## src/rtl/aoi_exerciser_if.sv

```systemverilog
// Pin-side bundle between the AOI exerciser and the gate under test plus its status outputs.
// master = board/controller side, slave = exerciser.
interface aoi_exerciser_if;
    logic       start;
    logic       f_in;
    logic [3:0] abcd;
    logic       busy;
    logic       done;
    logic       fail;
    logic [7:0] err_cnt;
    logic [3:0] first_err_vec;

    modport master (
        output start, f_in,
        input  abcd, busy, done, fail, err_cnt, first_err_vec
    );

    modport slave (
        input  start, f_in,
        output abcd, busy, done, fail, err_cnt, first_err_vec
    );
endinterface

```

## src/rtl/aoi_exerciser.sv

```systemverilog
// Sweeps all 16 AOI input vectors, samples F after a settle time and counts mismatches.
// Optional AOI_EXERCISER_STOP_ON_ERR_EN: the first mismatch ends the run.
//
// state  | meaning
// IDLE   | waiting for start; results of last run held
// SETTLE | vector driven, waiting SETTLE_CYCLES cycles
// SAMPLE | f_in compared on the edge leaving this state
// DONE   | one-cycle end-of-run pulse, abcd parked at 0
module aoi_exerciser #(
    parameter int SETTLE_CYCLES = 2,
    parameter int PASSES        = 1
) (
    input  logic           clk,
    input  logic           rst_n,
    aoi_exerciser_if.slave bus
);
    typedef enum logic [1:0] {IDLE, SETTLE, SAMPLE, DONE} state_t;

    state_t     state_q, state_d;
    logic [7:0] settle_cnt_q, settle_cnt_d;
    logic [3:0] pass_q, pass_d;
    logic [3:0] abcd_q, abcd_d;
    logic [7:0] err_cnt_q, err_cnt_d;
    logic       fail_q, fail_d;
    logic [3:0] first_err_q, first_err_d;

    logic exp_f;
    logic mismatch;
    logic last_vec;
    logic stop_run;

    always_ff @(posedge clk or negedge rst_n) begin
        if (!rst_n) begin
            state_q      <= IDLE;
            settle_cnt_q <= '0;
            pass_q       <= '0;
            abcd_q       <= '0;
            err_cnt_q    <= '0;
            fail_q       <= 1'b0;
            first_err_q  <= '0;
        end else begin
            state_q      <= state_d;
            settle_cnt_q <= settle_cnt_d;
            pass_q       <= pass_d;
            abcd_q       <= abcd_d;
            err_cnt_q    <= err_cnt_d;
            fail_q       <= fail_d;
            first_err_q  <= first_err_d;
        end
    end

    always_comb begin
        state_d      = state_q;
        settle_cnt_d = settle_cnt_q;
        pass_d       = pass_q;
        abcd_d       = abcd_q;
        err_cnt_d    = err_cnt_q;
        fail_d       = fail_q;
        first_err_d  = first_err_q;

        exp_f    = ~((abcd_q[3] & abcd_q[2]) | (abcd_q[1] & abcd_q[0]));
        mismatch = (bus.f_in != exp_f);
        last_vec = (abcd_q == 4'hF) && (pass_q == 4'(PASSES - 1));
`ifdef AOI_EXERCISER_STOP_ON_ERR_EN
        stop_run = last_vec | mismatch;
`else
        stop_run = last_vec;
`endif

        case (state_q)
            IDLE: begin
                if (bus.start) begin
                    state_d      = SETTLE;
                    settle_cnt_d = '0;
                    pass_d       = '0;
                    abcd_d       = '0;
                    err_cnt_d    = '0;
                    fail_d       = 1'b0;
                    first_err_d  = '0;
                end
            end
            SETTLE: begin
                if (settle_cnt_q == 8'(SETTLE_CYCLES - 1)) begin
                    state_d = SAMPLE;
                end else begin
                    settle_cnt_d = settle_cnt_q + 8'd1;
                end
            end
            SAMPLE: begin
                settle_cnt_d = '0;
                if (mismatch) begin
                    if (err_cnt_q != 8'hFF) err_cnt_d = err_cnt_q + 8'd1;
                    fail_d = 1'b1;
                    if (!fail_q) first_err_d = abcd_q;
                end
                if (stop_run) begin
                    state_d = DONE;
                    abcd_d  = '0;
                end else begin
                    state_d = SETTLE;
                    abcd_d  = abcd_q + 4'd1;
                    if (abcd_q == 4'hF) pass_d = pass_q + 4'd1;
                end
            end
            DONE: begin
                state_d = IDLE;
            end
            default: begin
                state_d = IDLE;
            end
        endcase
    end

    // Status is decoded from registered state so every output clears with the async reset.
    assign bus.abcd          = abcd_q;
    assign bus.busy          = (state_q == SETTLE) || (state_q == SAMPLE);
    assign bus.done          = (state_q == DONE);
    assign bus.fail          = fail_q;
    assign bus.err_cnt       = err_cnt_q;
    assign bus.first_err_vec = first_err_q;
endmodule
```

## src/flat_wrapper.sv

```systemverilog
// flat-port wrapper written by rule: the top's interface ports become plain ports
module aoi_exerciser_flat 
#(
    parameter int SETTLE_CYCLES = 2,
    parameter int PASSES        = 1
)
  (clk, rst_n, bus_start, bus_f_in, bus_abcd, bus_busy, bus_done, bus_fail, bus_err_cnt, bus_first_err_vec);
  aoi_exerciser_if bus_i ();
  input  logic clk;
  input  logic rst_n;
  input wire logic [$bits(bus_i.start)-1:0] bus_start;
  input wire logic [$bits(bus_i.f_in)-1:0] bus_f_in;
  output wire logic [$bits(bus_i.abcd)-1:0] bus_abcd;
  output wire logic [$bits(bus_i.busy)-1:0] bus_busy;
  output wire logic [$bits(bus_i.done)-1:0] bus_done;
  output wire logic [$bits(bus_i.fail)-1:0] bus_fail;
  output wire logic [$bits(bus_i.err_cnt)-1:0] bus_err_cnt;
  output wire logic [$bits(bus_i.first_err_vec)-1:0] bus_first_err_vec;
  assign bus_i.start = bus_start;
  assign bus_i.f_in = bus_f_in;
  assign bus_abcd = bus_i.abcd;
  assign bus_busy = bus_i.busy;
  assign bus_done = bus_i.done;
  assign bus_fail = bus_i.fail;
  assign bus_err_cnt = bus_i.err_cnt;
  assign bus_first_err_vec = bus_i.first_err_vec;
  aoi_exerciser #(.SETTLE_CYCLES(SETTLE_CYCLES), .PASSES(PASSES)) u_core (.clk(clk), .rst_n(rst_n), .bus(bus_i));
endmodule
```

## config.mk

```make
export PLATFORM = sky130hd
export DESIGN_NAME = aoi_exerciser_flat
export DESIGN_NICKNAME = d
export VERILOG_FILES = /design/src/rtl/aoi_exerciser_if.sv /design/src/rtl/aoi_exerciser.sv /design/src/flat_wrapper.sv
export SDC_FILE = /design/constraint.sdc
export NUM_CORES = 1
export LEC_CHECK = 0
export ABC_AREA = 0
export ABC_CLOCK_PERIOD_IN_PS = 5900
export BUFFER_PORTS_ARGS = -buffer_cell sky130_fd_sc_hd__buf_2
export CAP_MARGIN = 20
export CORE_ASPECT_RATIO = 0.5
export CORE_MARGIN = 2
export CORE_UTILIZATION = 35
export DETAILED_ROUTE_END_ITERATION = 10
export PLACE_DENSITY = 0.54
export SLEW_MARGIN = 20
export SYNTH_ARGS = -nofsm -noshare
export SYNTH_HDL_FRONTEND = slang
export SYNTH_SLANG_ARGS = --single-unit
```

## constraint.sdc

```tcl
create_clock -name clk -period 5.9 [get_ports clk]
set_clock_uncertainty 0.15 [all_clocks]
set_input_delay 1.18 -clock clk [delete_from_list [all_inputs] [get_ports clk]]
set_output_delay 1.18 -clock clk [all_outputs]
set_load 0.01 [all_outputs]
```

# Word level (Yosys, flattened, before mapping)
# Cells that the tools add are included.
[totals] ff_bits=31 in_bits=4 out_inout_bits=19 wordCells=65
[classes] add_sub_neg=4 eq_ne=15 n_mux=22 bitwise_logic=4 n_reduce_logical=13
[op_table] cell="8-bit two-way mux" count=4
[op_table] cell="4-bit two-way mux" count=6
[op_table] cell="4-bit case mux with 2 select lines" count=3
[op_table] cell="8-bit case mux with 3 select lines" count=1
[op_table] cell="8-bit by 1-bit adder with 8-bit output (second input constant)" count=2
[op_table] cell="8-bit case mux with 2 select lines" count=1
[op_table] cell="4-bit AND reduction" count=3
[op_table] cell="4-bit by 1-bit adder with 4-bit output (second input constant)" count=2
[op_table] cell="8-bit by 1-bit == test with 1-bit output (second input constant)" count=1
[op_table] cell="2-bit by 1-bit inequality test with 1-bit output (second input constant)" count=4
[op_table] cell="2-bit inequality test (second input constant)" count=4
[op_table] cell="8-bit inequality test (second input constant)" count=1
[op_table] cell="2-bit case mux with 4 select lines" count=1
[op_table] cell="2-bit two-way mux" count=3
[op_table] cell="3-bit AND reduction" count=2
[op_table] cell="2-bit == test (second input constant)" count=2
[op_table] cell="4-bit == test (second input constant)" count=1
[op_table] cell="4-bit zero test" count=1
[op_table] cell="2-bit AND reduction" count=2
[op_table] cell="3-bit nonzero test" count=1
[op_table] cell="1-bit bitwise AND" count=2
[op_table] cell="2-bit by 1-bit == test with 1-bit output (second input constant)" count=1
[op_table] cell="2-bit zero test" count=1
[op_table] cell="1-bit two-way mux" count=2
[op_table] cell="other kinds (7)" count=7

# Logic depth before layout (Yosys ltp)
# Gate-level depths: netlist of run 1.
[depth] word_depth=6 ltp_mapped=8 mapped_depth_nobuf=6

# Least setup slack after synthesis of run 1
# OpenSTA, ideal clock, no wires.
[synth_timing] kind="input-to-reg" startpoint="input port bus_start" endpoint="register u_core.settle_cnt_q[7]" setup_ns=0.083 t_arrival_ns=2.198 t_required_ns=5.667 setup_slack_ns=3.469 stages=4 path_buffers=0 cell_sequence="nand2b_1 > nand2_1 > or4_2 > o21ai_0"
[synth_between] elab_chain_len=2
[synth_lines] item="from (decl)" line_no="flat_wrapper.sv:11" rtl="input wire logic [$bits(bus_i.start)-1:0] bus_start;"
[synth_lines] item="2-bit inequality test (no line)"
[synth_lines] item="3-bit AND reduction (no line)"
[synth_lines] item="to (signal assigned)" line_no="aoi_exerciser.sv:43" rtl="settle_cnt_q <= settle_cnt_d;"
[synth_lines] item="to (decl)" line_no="aoi_exerciser.sv:20" rtl="logic [7:0] settle_cnt_q, settle_cnt_d;"
# Every way passes these cells.
# A chain may end at the register's enable or synchronous reset.

# Worst setup path after layout of run 1
[layout_timing] startpoint="register u_core.state_q[1]" endpoint="output port bus_busy"
[layout_between] elab_chain_len=2
[layout_lines] item="from (decl)" line_no="aoi_exerciser.sv:19" rtl="state_t state_q, state_d;"
[layout_lines] item="from (signal assigned)" line_no="aoi_exerciser.sv:42" rtl="state_q <= state_d;"
[layout_lines] item="2-bit by 1-bit == test with 1-bit output / 2-bit == test (equally long branches)" line_no="aoi_exerciser.sv:116" rtl="assign bus.busy = (state_q == SETTLE) || (state_q == SAMPLE);"
[layout_lines] item="1-bit logical OR *" line_no="aoi_exerciser.sv:116"
[layout_lines] item="to (decl)" line_no="flat_wrapper.sv:14" rtl="output wire logic [$bits(bus_i.busy)-1:0] bus_busy;"
# Every way passes the cells marked *; elsewhere a longest branch is shown, timed or not.

==> results of run 1 <==
## power by group
part	internal [mW]	total (mW)	switching [mW]
logic	0.00352	0.0124	0.00892
clock network	0.0915	0.173	0.0814
registers	0.214	0.215	0.00107
total	0.309	0.400	0.0914
## cells in the mapped netlist, types with 5 or more instances
cell	n	area, um^2
dfrtp_1	31	776
nor2_1	5	18.8
nand4_1	7	43.8
a31oi_1	7	43.8
ha_1	10	125
o211ai_1	7	52.6
clkbuf_1	6	22.5
nand3_1	14	70.1
o21ai_0	13	65.1
a21oi_1	10	50.1
nand2_1	31	116
and3_1	5	31.3
inv_1	12	45.0
## layer usage
metal  share of wire (%)  up-vias  global-route usage, %
met2                  46       16                   24.6
met4                0.84        0                   4.40
met1                  50      785                   20.1
met5                   0        -                      0
met3                 3.3        5                   4.22
li1                    -      823                      -
## flip-flops by register name (all words and copies together) (netlist names)
signal / count
u_core.bus.fail: 1
u_core.pass_q: 4
u_core.settle_cnt_q: 8
u_core.bus.first_err_vec: 4
u_core.bus.err_cnt: 8
u_core.bus.abcd: 4
u_core.state_q: 2
## layout make-up
cell class | instances | area, um^2
multi-input cells | 159 | 1060
flip-flops and latches | 31 | 776
repair buffers | 23 | 118
clock buffers | 6 | 82.6
well taps | 70 | 87.6
clock inverters | 1 | 5.00
fillers | 521 | 2920
inverters | 12 | 45.0
## critical path: cells and delay by family (launching register included)
family | cells | cell delay (ns)
flip-flops | 1 | 0.41
adder cells (fa/ha/maj) | 1 | 0.27
buffers and inverters | 2 | 0.24
## cell families after synthesis
family | share of synthesized area [%]
fa+ha+maj | 6.55
simple gates | 24.8
flops | 40.6
compound gates | 19.7
mux | 3.34
xor+xnor | 0.459
buf+inv | 4.52
## worst min path at each step
stage / from / end / slack [ns] / cells after the start
after global placement: u_core.bus.first_err_vec[3] / u_core.bus.first_err_vec[3] / 0.36 / 2
final: u_core.bus.first_err_vec[3] / u_core.bus.first_err_vec[3] / 0.38 / 2
after detailed placement: u_core.bus.first_err_vec[3] / u_core.bus.first_err_vec[3] / 0.38 / 2
after floorplan: u_core.pass_q[2] / u_core.pass_q[2] / 0.34 / 1
after CTS: u_core.pass_q[2] / u_core.pass_q[2] / 0.39 / 1
after global routing: u_core.pass_q[2] / u_core.pass_q[2] / 0.41 / 1
## stage by stage
| step | power, mW | hold WS (ns) | util [%] |
|---|---|---|---|
| floorplan | 0.223 | 0.337 | - |
| global placement | 0.232 | 0.365 | 40.8 |
| detailed placement | 0.232 | 0.378 | 41.0 |
| CTS | 0.406 | 0.385 | 42.7 |
| global route | 0.420 | 0.408 | 42.7 |
| finish | 0.400 | 0.384 | 42.7 |
==> summary.md, run 1 <==
| Metric | Value |
|---|---|
| Placed inst area | 2090 um^2 |
| Outcome | completed |
| Most frequent cells in the layout | 31 x nand2_1, 31 x dfrtp_1, 22 x buf_2 |
| Total grt overflow | 0 |
| Max-slew violation count | 0 |
| First-pass GRT wire length | 7.38 mm |
| IO Port Bufs | 22 |
| Number of flops mapped to enable cells by yosys | 0 |
| Crit-path max FO | 4 |
| Worst-path clk slew | 0.06 ns |
| Top_reg_cell synth | dfrtp_1 |
| Worst-path cell chain | inv_1, ha_1, buf_2 |
| Row count | 18 |
| Number of synthesized register bits | 31 |
| Worst hold path class | reg2reg |
| WL per Instance | 14.1 um |
| End point of the critical path | bus_busy |
| Arr. time, crit path | 1.20 ns |
| Slew margin rel. | 50.8% |
| Async set-reset flop share out of synthesis | 100% |
| Final Wtd Congestion | 0.832 |
| CTS tree | done |
| Nets | 246 |
| Largest net degree at the start of global routing | 32 |
| Cell Area, Synth | 1910 um^2 |
| DIE WIDTH | 108 um |
| Die Ht | 56.2 um |
| Die area | 6100 um^2 |
| Initial DRC Count | 79 |
| Slew @ Worst Pin | 0.736 ns |
| Fin cells | 302 |
| VDD IR max | 0.0984 mV |
| Vias per cell | 5.39 |
| Detail Route Antenna Nets | 0 |
| Hold-fix buffers, CTS | 0 |
| Setup TNS | 0 ns |
| Clk root buf | clkbuf_8 |
| Fmax | 396 MHz |
| Crit. Startpoint | u_core.state_q[1] |
| Pre-CTS setup slack | 3.18 ns |
| Post-synthesis cell type count | 46 |
| I/O pin count | 23 |
| CTS H-tree depth | 2 |
| CORE AREA | 5090 um^2 |
| Area Overhead vs Synth | 13.8% |
| Initial antenna violation count | 0 |
| Critical path type | reg2out |
| PD cells | 184 nW/um^2 |
| Worst Path Required | 4.57 ns |
| Post-Synthesis Mean Instance Area | 9.01 um^2 |
| Worst R2R Path Depth | 6 |
| LEAKAGE | 0.937 nW |
| Starting Density | 37.5% |
| Unrepaired setup endpoints after global routing | no |
| Share of cells above drive strength 1 | 17.7% |
| Post-synth net total | 226 |
| CTS resizes | 0 |
| R2r startpoint | u_core.state_q[1] |
| Design area | 2170 um^2 |
| Post-synthesis cell count | 212 |
| Clock Path Buffers | 2 |
| Hold Vio Cnt, Final | 0 |
| Tcrit/Tclk final | 42.8% |
| DRT Pass-1 Iters | 4 |
| Clk Latency, worst-skew pair | 0.28 ns |
| Number of global-route vias before repair | 1493 |
| RR Endpoint | u_core.settle_cnt_q[4] |
| Critical path launch point type | flop |
| CP max stage delay | 0.41 ns |
| HPWL after detailed placement | 2.89 mm |
| Residual DRC | 0 |
| WL final | 4.27 mm |
| Setup Viol. Count Final | 0 |
| Final min period | 2.53 ns |
| Setup ws final | 3.37 ns |
| Critical-path top delay cell | dfrtp_1 |
| Number of CTS-inserted buffers | 5 |
| Post-CTS Setup Inserts | 0 |
| # diodes | 0 |
| R2R Setup Slk | 3.57 ns |
| Max Cap Viol | 0 |
| Cells after DPL | 295 |
| Via Count | 1629 |
| CTS sink cnt | 31 |
| YS warnings | 0 |
| Sequential share of the synthesized area | 40.6% |
| Gr usage total | 15.3% |
| Crit. End Element | output pin |
No activity file was read; power rests on OpenSTA's default activity.
==> run 2: changes to the inputs <==
--- a/config.mk
+++ b/config.mk
@@ -6,14 +6,14 @@
 export NUM_CORES = 1
 export LEC_CHECK = 0
 export ABC_AREA = 0
-export ABC_CLOCK_PERIOD_IN_PS = 5900
+export ABC_CLOCK_PERIOD_IN_PS = 2250
 export BUFFER_PORTS_ARGS = -buffer_cell sky130_fd_sc_hd__buf_2
 export CAP_MARGIN = 20
 export CORE_ASPECT_RATIO = 0.5
 export CORE_MARGIN = 2
 export CORE_UTILIZATION = 35
 export DETAILED_ROUTE_END_ITERATION = 10
-export PLACE_DENSITY = 0.54
+export PLACE_DENSITY = 0.55
 export SLEW_MARGIN = 20
 export SYNTH_ARGS = -nofsm -noshare
 export SYNTH_HDL_FRONTEND = slang
==> constraint.sdc (replaced) <==
create_clock -name clk -period 2.25 [get_ports clk]
set_clock_uncertainty 0.15 [all_clocks]
set_input_delay 0.45 -clock clk [delete_from_list [all_inputs] [get_ports clk]]
set_output_delay 0.45 -clock clk [all_outputs]
set_load 0.01 [all_outputs]
==> summary.md, run 2 (same netlist as run 1, synthesis figures left out) <==
| Metric | Value |
|---|---|
| Detail Route Antenna Nets | 0 |
| Fin cells | 309 |
| Row count | 18 |
| Area Overhead vs Synth | 17.0% |
| Total grt overflow | 0 |
| CP max stage delay | 0.68 ns |
| Cell family with most CP delay | simple AND/OR/NAND/NOR gates |
| PD cells | 473 nW/um^2 |
| Residual DRC | 0 |
| Number of global-route vias before repair | 1604 |
| Placed inst area | 2130 um^2 |
| Tcrit/Tclk final | 93.5% |
| CTS tree | done |
| DRT Pass-1 Iters | 4 |
| HPWL after detailed placement | 2.96 mm |
| Final Wtd Congestion | 0.785 |
| Nets | 253 |
| Slew margin rel. | 51.8% |
| Worst hold path class | in2async |
| WL per Instance | 14.0 um |
| Fmax | 475 MHz |
| Worst-path cell chain | inv_1, ha_1, nand2b_4, nand2_1, or4_2, o21ai_0 |
| Starting Density | 37.5% |
| Setup TNS | 0 ns |
| Crit path buffers/inverters | 1 |
| Clk Latency, worst-skew pair | 0.28 ns |
| Vias per cell | 5.38 |
| Outcome | completed |
| Die Ht | 56.2 um |
| Clk root buf | clkbuf_8 |
| Final Core Density | 43.9% |
| First-pass GRT wire length | 7.71 mm |
| Gr usage total | 15.9% |
| Final Power | 1.06 mW |
| Critical-path top delay cell | or4_2 |
| WP depth | 6 |
| Most frequent cells in the layout | 31 x nand2_1, 31 x dfrtp_1, 22 x buf_2 |
| Slew @ Worst Pin | 0.722 ns |
| Final min period | 2.10 ns |
| RR Endpoint | u_core.settle_cnt_q[7] |
| Crit-path max FO | 7 |
| CTS sink cnt | 31 |
| Setup Viol. Count Final | 0 |
| Pre-CTS setup slack | 0.153 ns |
| Largest net degree at the start of global routing | 32 |
| Initial DRC Count | 87 |
| CORE AREA | 5090 um^2 |
| Critical path type | reg2reg |
| Via Count | 1661 |
| Setup ws final | 0.147 ns |
| Hold Vio Cnt, Final | 0 |
| Worst R2R Path Depth | 6 |
| Unrepaired setup endpoints after global routing | no |
| Crit. End Element | flop |
| Crit. Startpoint | u_core.state_q[1] |
| I/O pin count | 23 |
| Hold WS | 0.0687 ns |
| # diodes | 0 |
| Initial antenna violation count | 0 |
| Critical path launch point type | flop |
| CTS H-tree depth | 2 |
| Die area | 6100 um^2 |
| End point of the critical path | u_core.settle_cnt_q[7] |
| DR WL met3 | 123 um |
| Arr. time, crit path | 2.15 ns |
| DR top layer | met4 |
| Number of CTS-inserted buffers | 5 |
| Max Cap Viol | 0 |
| WL final | 4.34 mm |
| DIE WIDTH | 108 um |
| Post-CTS Setup Inserts | 0 |
| Met1 wire length | 2.23 mm |
| R2r startpoint | u_core.state_q[1] |
| Met2 WL | 1.93 mm |
| LEAKAGE | 0.976 nW |
| IO Port Bufs | 22 |
| Max-slew violation count | 0 |
| Design area | 2230 um^2 |
| VDD IR max | 0.207 mV |
| Cells after DPL | 302 |
| Share of cells above drive strength 1 | 20.5% |
| Worst-path clk slew | 0.07 ns |
| Clock Path Buffers | 2 |
| Worst Path Required | 2.30 ns |
| R2R Setup Slk | 0.15 ns |
==> run 2: area by class of cell <==
cell class / count / area (um^2)
Multi-Input combinational cell: 159 / 1070
Clock buffer: 6 / 82.6
Inverter: 12 / 45.0
Sequential cell: 31 / 776
Tap cell: 70 / 87.6
Timing Repair Buffer: 30 / 170
Clock inverter: 1 / 5.00
Fill cell: 525 / 2860
==> run 2: how the worst min path moves through the flow <==
stage                              to  slack [ns]                   start  depth (start not counted)
2_1_floorplan      u_core.bus.abcd[0]       0.004                   rst_n                          0
3_3_place_gp   u_core.settle_cnt_q[1]        0.36  u_core.settle_cnt_q[1]                          2
3_5_place_dp   u_core.settle_cnt_q[1]        0.38  u_core.settle_cnt_q[1]                          2
4_1_cts              u_core.pass_q[3]         0.1                   rst_n                          1
5_1_grt        u_core.settle_cnt_q[2]        0.13                   rst_n                          1
6_report       u_core.settle_cnt_q[2]        0.07                   rst_n                          1
==> run 2: per-layer routing <==
layer / vias up / track usage, %
met5: - / 0
met4: 0 / 5.31
met3: 7 / 4.10
met2: 19 / 24.1
met1: 792 / 21.9
li1: 843 / -
==> run 2: power breakdown <==
group          total [mW]  internal, mW  switching (mW)
Combinational      0.0345        0.0109          0.0236
Sequential          0.564         0.561         0.00267
Clock               0.457         0.240           0.218
==> run 2: timing repair <==
action | in CTS | in global routing
endpoints found under the setup margin | 0 | 1
resized for setup | 0 | 2
hold buffers | 0 | 0
==> run 3: changes to the inputs <==
--- a/config.mk
+++ b/config.mk
@@ -13,7 +13,7 @@
 export CORE_MARGIN = 2
 export CORE_UTILIZATION = 35
 export DETAILED_ROUTE_END_ITERATION = 10
-export PLACE_DENSITY = 0.55
+export PLACE_DENSITY_LB_ADDON = 0.15
 export SLEW_MARGIN = 20
 export SYNTH_ARGS = -nofsm -noshare
 export SYNTH_HDL_FRONTEND = slang
==> summary.md, run 3 (same netlist as run 1, synthesis figures left out) <==
| Metric | Value |
|---|---|
| PD cells | 457 nW/um^2 |
| Hold Vio Cnt, Final | 0 |
| WL per Instance | 14.1 um |
| Setup ws final | 0.189 ns |
| R2R Setup Slk | 0.19 ns |
| Sequential fraction of design power | 55.0% |
| R2r startpoint | u_core.state_q[1] |
| Switching Share | 23.0% |
| Critical path type | reg2reg |
| Residual DRC | 0 |
| Via Count | 1695 |
| Power share of the combinational group | 3.3% |
| IO Port Bufs | 22 |
| Detail Route Antenna Nets | 0 |
| CP max stage delay | 0.42 ns |
| CTS H-tree depth | 2 |
| P_int | 789 uW |
| # diodes | 0 |
| Area of the multi-input gates | 1070 um^2 |
| Most frequent cells in the layout | 31 x nand2_1, 31 x dfrtp_1, 22 x buf_2 |
| Share of cells above drive strength 1 | 21.1% |
| Initial DRC Count | 87 |
| Worst-path clk slew | 0.07 ns |
| Row count | 18 |
| Critical path launch point type | flop |
| CTS tree | done |
| DRT Pass-1 Iters | 4 |
| Number of CTS-inserted buffers | 5 |
| CORE AREA | 5090 um^2 |
| Final min period | 2.06 ns |
| Largest net degree at the start of global routing | 32 |
| Die Ht | 56.2 um |
| # fillers | 542 |
| DIE WIDTH | 108 um |
| Worst-path cell chain | inv_1, ha_1, mux2i_2, buf_4, nor2_1, mux2i_1, o22ai_1 |
| Tcrit/Tclk final | 91.6% |
| Slew @ Worst Pin | 0.727 ns |
| Clk root buf | clkbuf_8 |
| Cell family with most CP delay | multiplexers |
| I/O pin count | 23 |
| Total grt overflow | 0 |
| Max Cap Viol | 0 |
| Vias per cell | 5.43 |
| VDD IR max | 0.211 mV |
| Starting Density | 37.5% |
| Crit path buffers/inverters | 2 |
| Die area | 6100 um^2 |
| Clk Latency, worst-skew pair | 0.28 ns |
| Crit-path max FO | 12 |
| Fmax | 485 MHz |
| Outcome | completed |
| Setup TNS | 0 ns |
| Worst R2R Path Depth | 7 |
| Worst Path Required | 2.25 ns |
| First-pass GRT wire length | 7.73 mm |
| Gr usage total | 16.0% |
| Pre-CTS setup slack | 0.130 ns |
| Unrepaired setup endpoints after global routing | no |
| Slew margin rel. | 51.5% |
| HPWL after detailed placement | 3.16 mm |
| Final Power | 1.02 mW |
| Clock Path Buffers | 2 |
| Clock Power Share | 41.6% |
| Nets | 255 |
| LEAKAGE | 0.981 nW |
| Number of global-route vias before repair | 1537 |
| CTS sink cnt | 31 |
| Final Wtd Congestion | 0.780 |
| Crit. End Element | flop |
| Register Area | 776 um^2 |
| Sw power | 235 uW |
| Setup Viol. Count Final | 0 |
| Arr. time, crit path | 2.06 ns |
| Initial antenna violation count | 0 |
| Worst hold path class | in2async |
| Area Overhead vs Synth | 17.4% |
| Max-slew violation count | 0 |
| Critical-path top delay cell | dfrtp_1 |
| RR Endpoint | u_core.pass_q[0] |
| WL final | 4.40 mm |
## run 3: cell types whose count changed in the layout (fill, tap and decap cells not counted), sizes merged
cell,before,now
buf,30,32
clkbuf,6,7
## run 3: metal layers
layer  wire length, um  vias up  global-route usage [%]  part of all wire, %
met5                 0        -                       0                    0
met4                24        0                    3.30                 0.54
met3               196        4                    4.22                  4.5
met2              1920       43                    24.4                   44
met1              2260      802                    22.8                   51
li1                  -      846                       -                    -
## run 3: timing repair
item,in CTS,in global routing
resized for setup,0,2
hold buffers,0,0
setup buffers,0,0
endpoints found under the hold margin,0,0
setup endpoints to repair,0,2
## run 3: worst max-delay path by stage
stage	start	end	depth (start not counted)
final	u_core.state_q[1]	u_core.pass_q[0]	7
after global routing	u_core.state_q[1]	u_core.pass_q[0]	7
after detailed placement	u_core.state_q[1]	u_core.settle_cnt_q[7]	6
after floorplan	u_core.state_q[1]	u_core.settle_cnt_q[4]	7
after global placement	u_core.state_q[0]	u_core.settle_cnt_q[7]	6
after CTS	u_core.state_q[0]	u_core.settle_cnt_q[7]	6
## run 3: area by class of cell
cell class,instances,share of cell area [%]
timing repair buffer,32,8.26
multi-input combinational,159,47.6
clock buffer,7,3.41
clock inverter,1,0.223
tap,70,3.91
sequential,31,34.6
inverter,12,2.01
## run 3: worst register-to-register path, cell delays in order, from the launching register on
cell	delay (ns)
dfrtp_1	0.42
inv_1	0.12
ha_1	0.29
mux2i_2	0.42
buf_4	0.27
nor2_1	0.06
mux2i_1	0.13
o22ai_1	0.09
## run 3: power groups by stage
stage | Combinational (mW) | Clock [mW] | Sequential (mW)
after detailed placement | 0.0355 | 0 | 0.574
after global routing | 0.0398 | 0.477 | 0.563
after CTS | 0.0355 | 0.443 | 0.563
after global placement | 0.0349 | 0 | 0.574
after floorplan | 0.00991 | 0 | 0.576
final | 0.0342 | 0.426 | 0.563
## run 3: metrics by stage
step / utilization, % / instances / hold WS (ns) / area [um^2]
floorplan: - / 212 / 0.00441 / 1910
CTS: 43.7 / 312 / 0.112 / 2230
global placement: 42.1 / 304 / 0.360 / 2140
finish: 44.0 / 312 / 0.0778 / 2240
global route: 44.0 / 312 / 0.139 / 2240
detailed placement: 42.1 / 304 / 0.376 / 2140
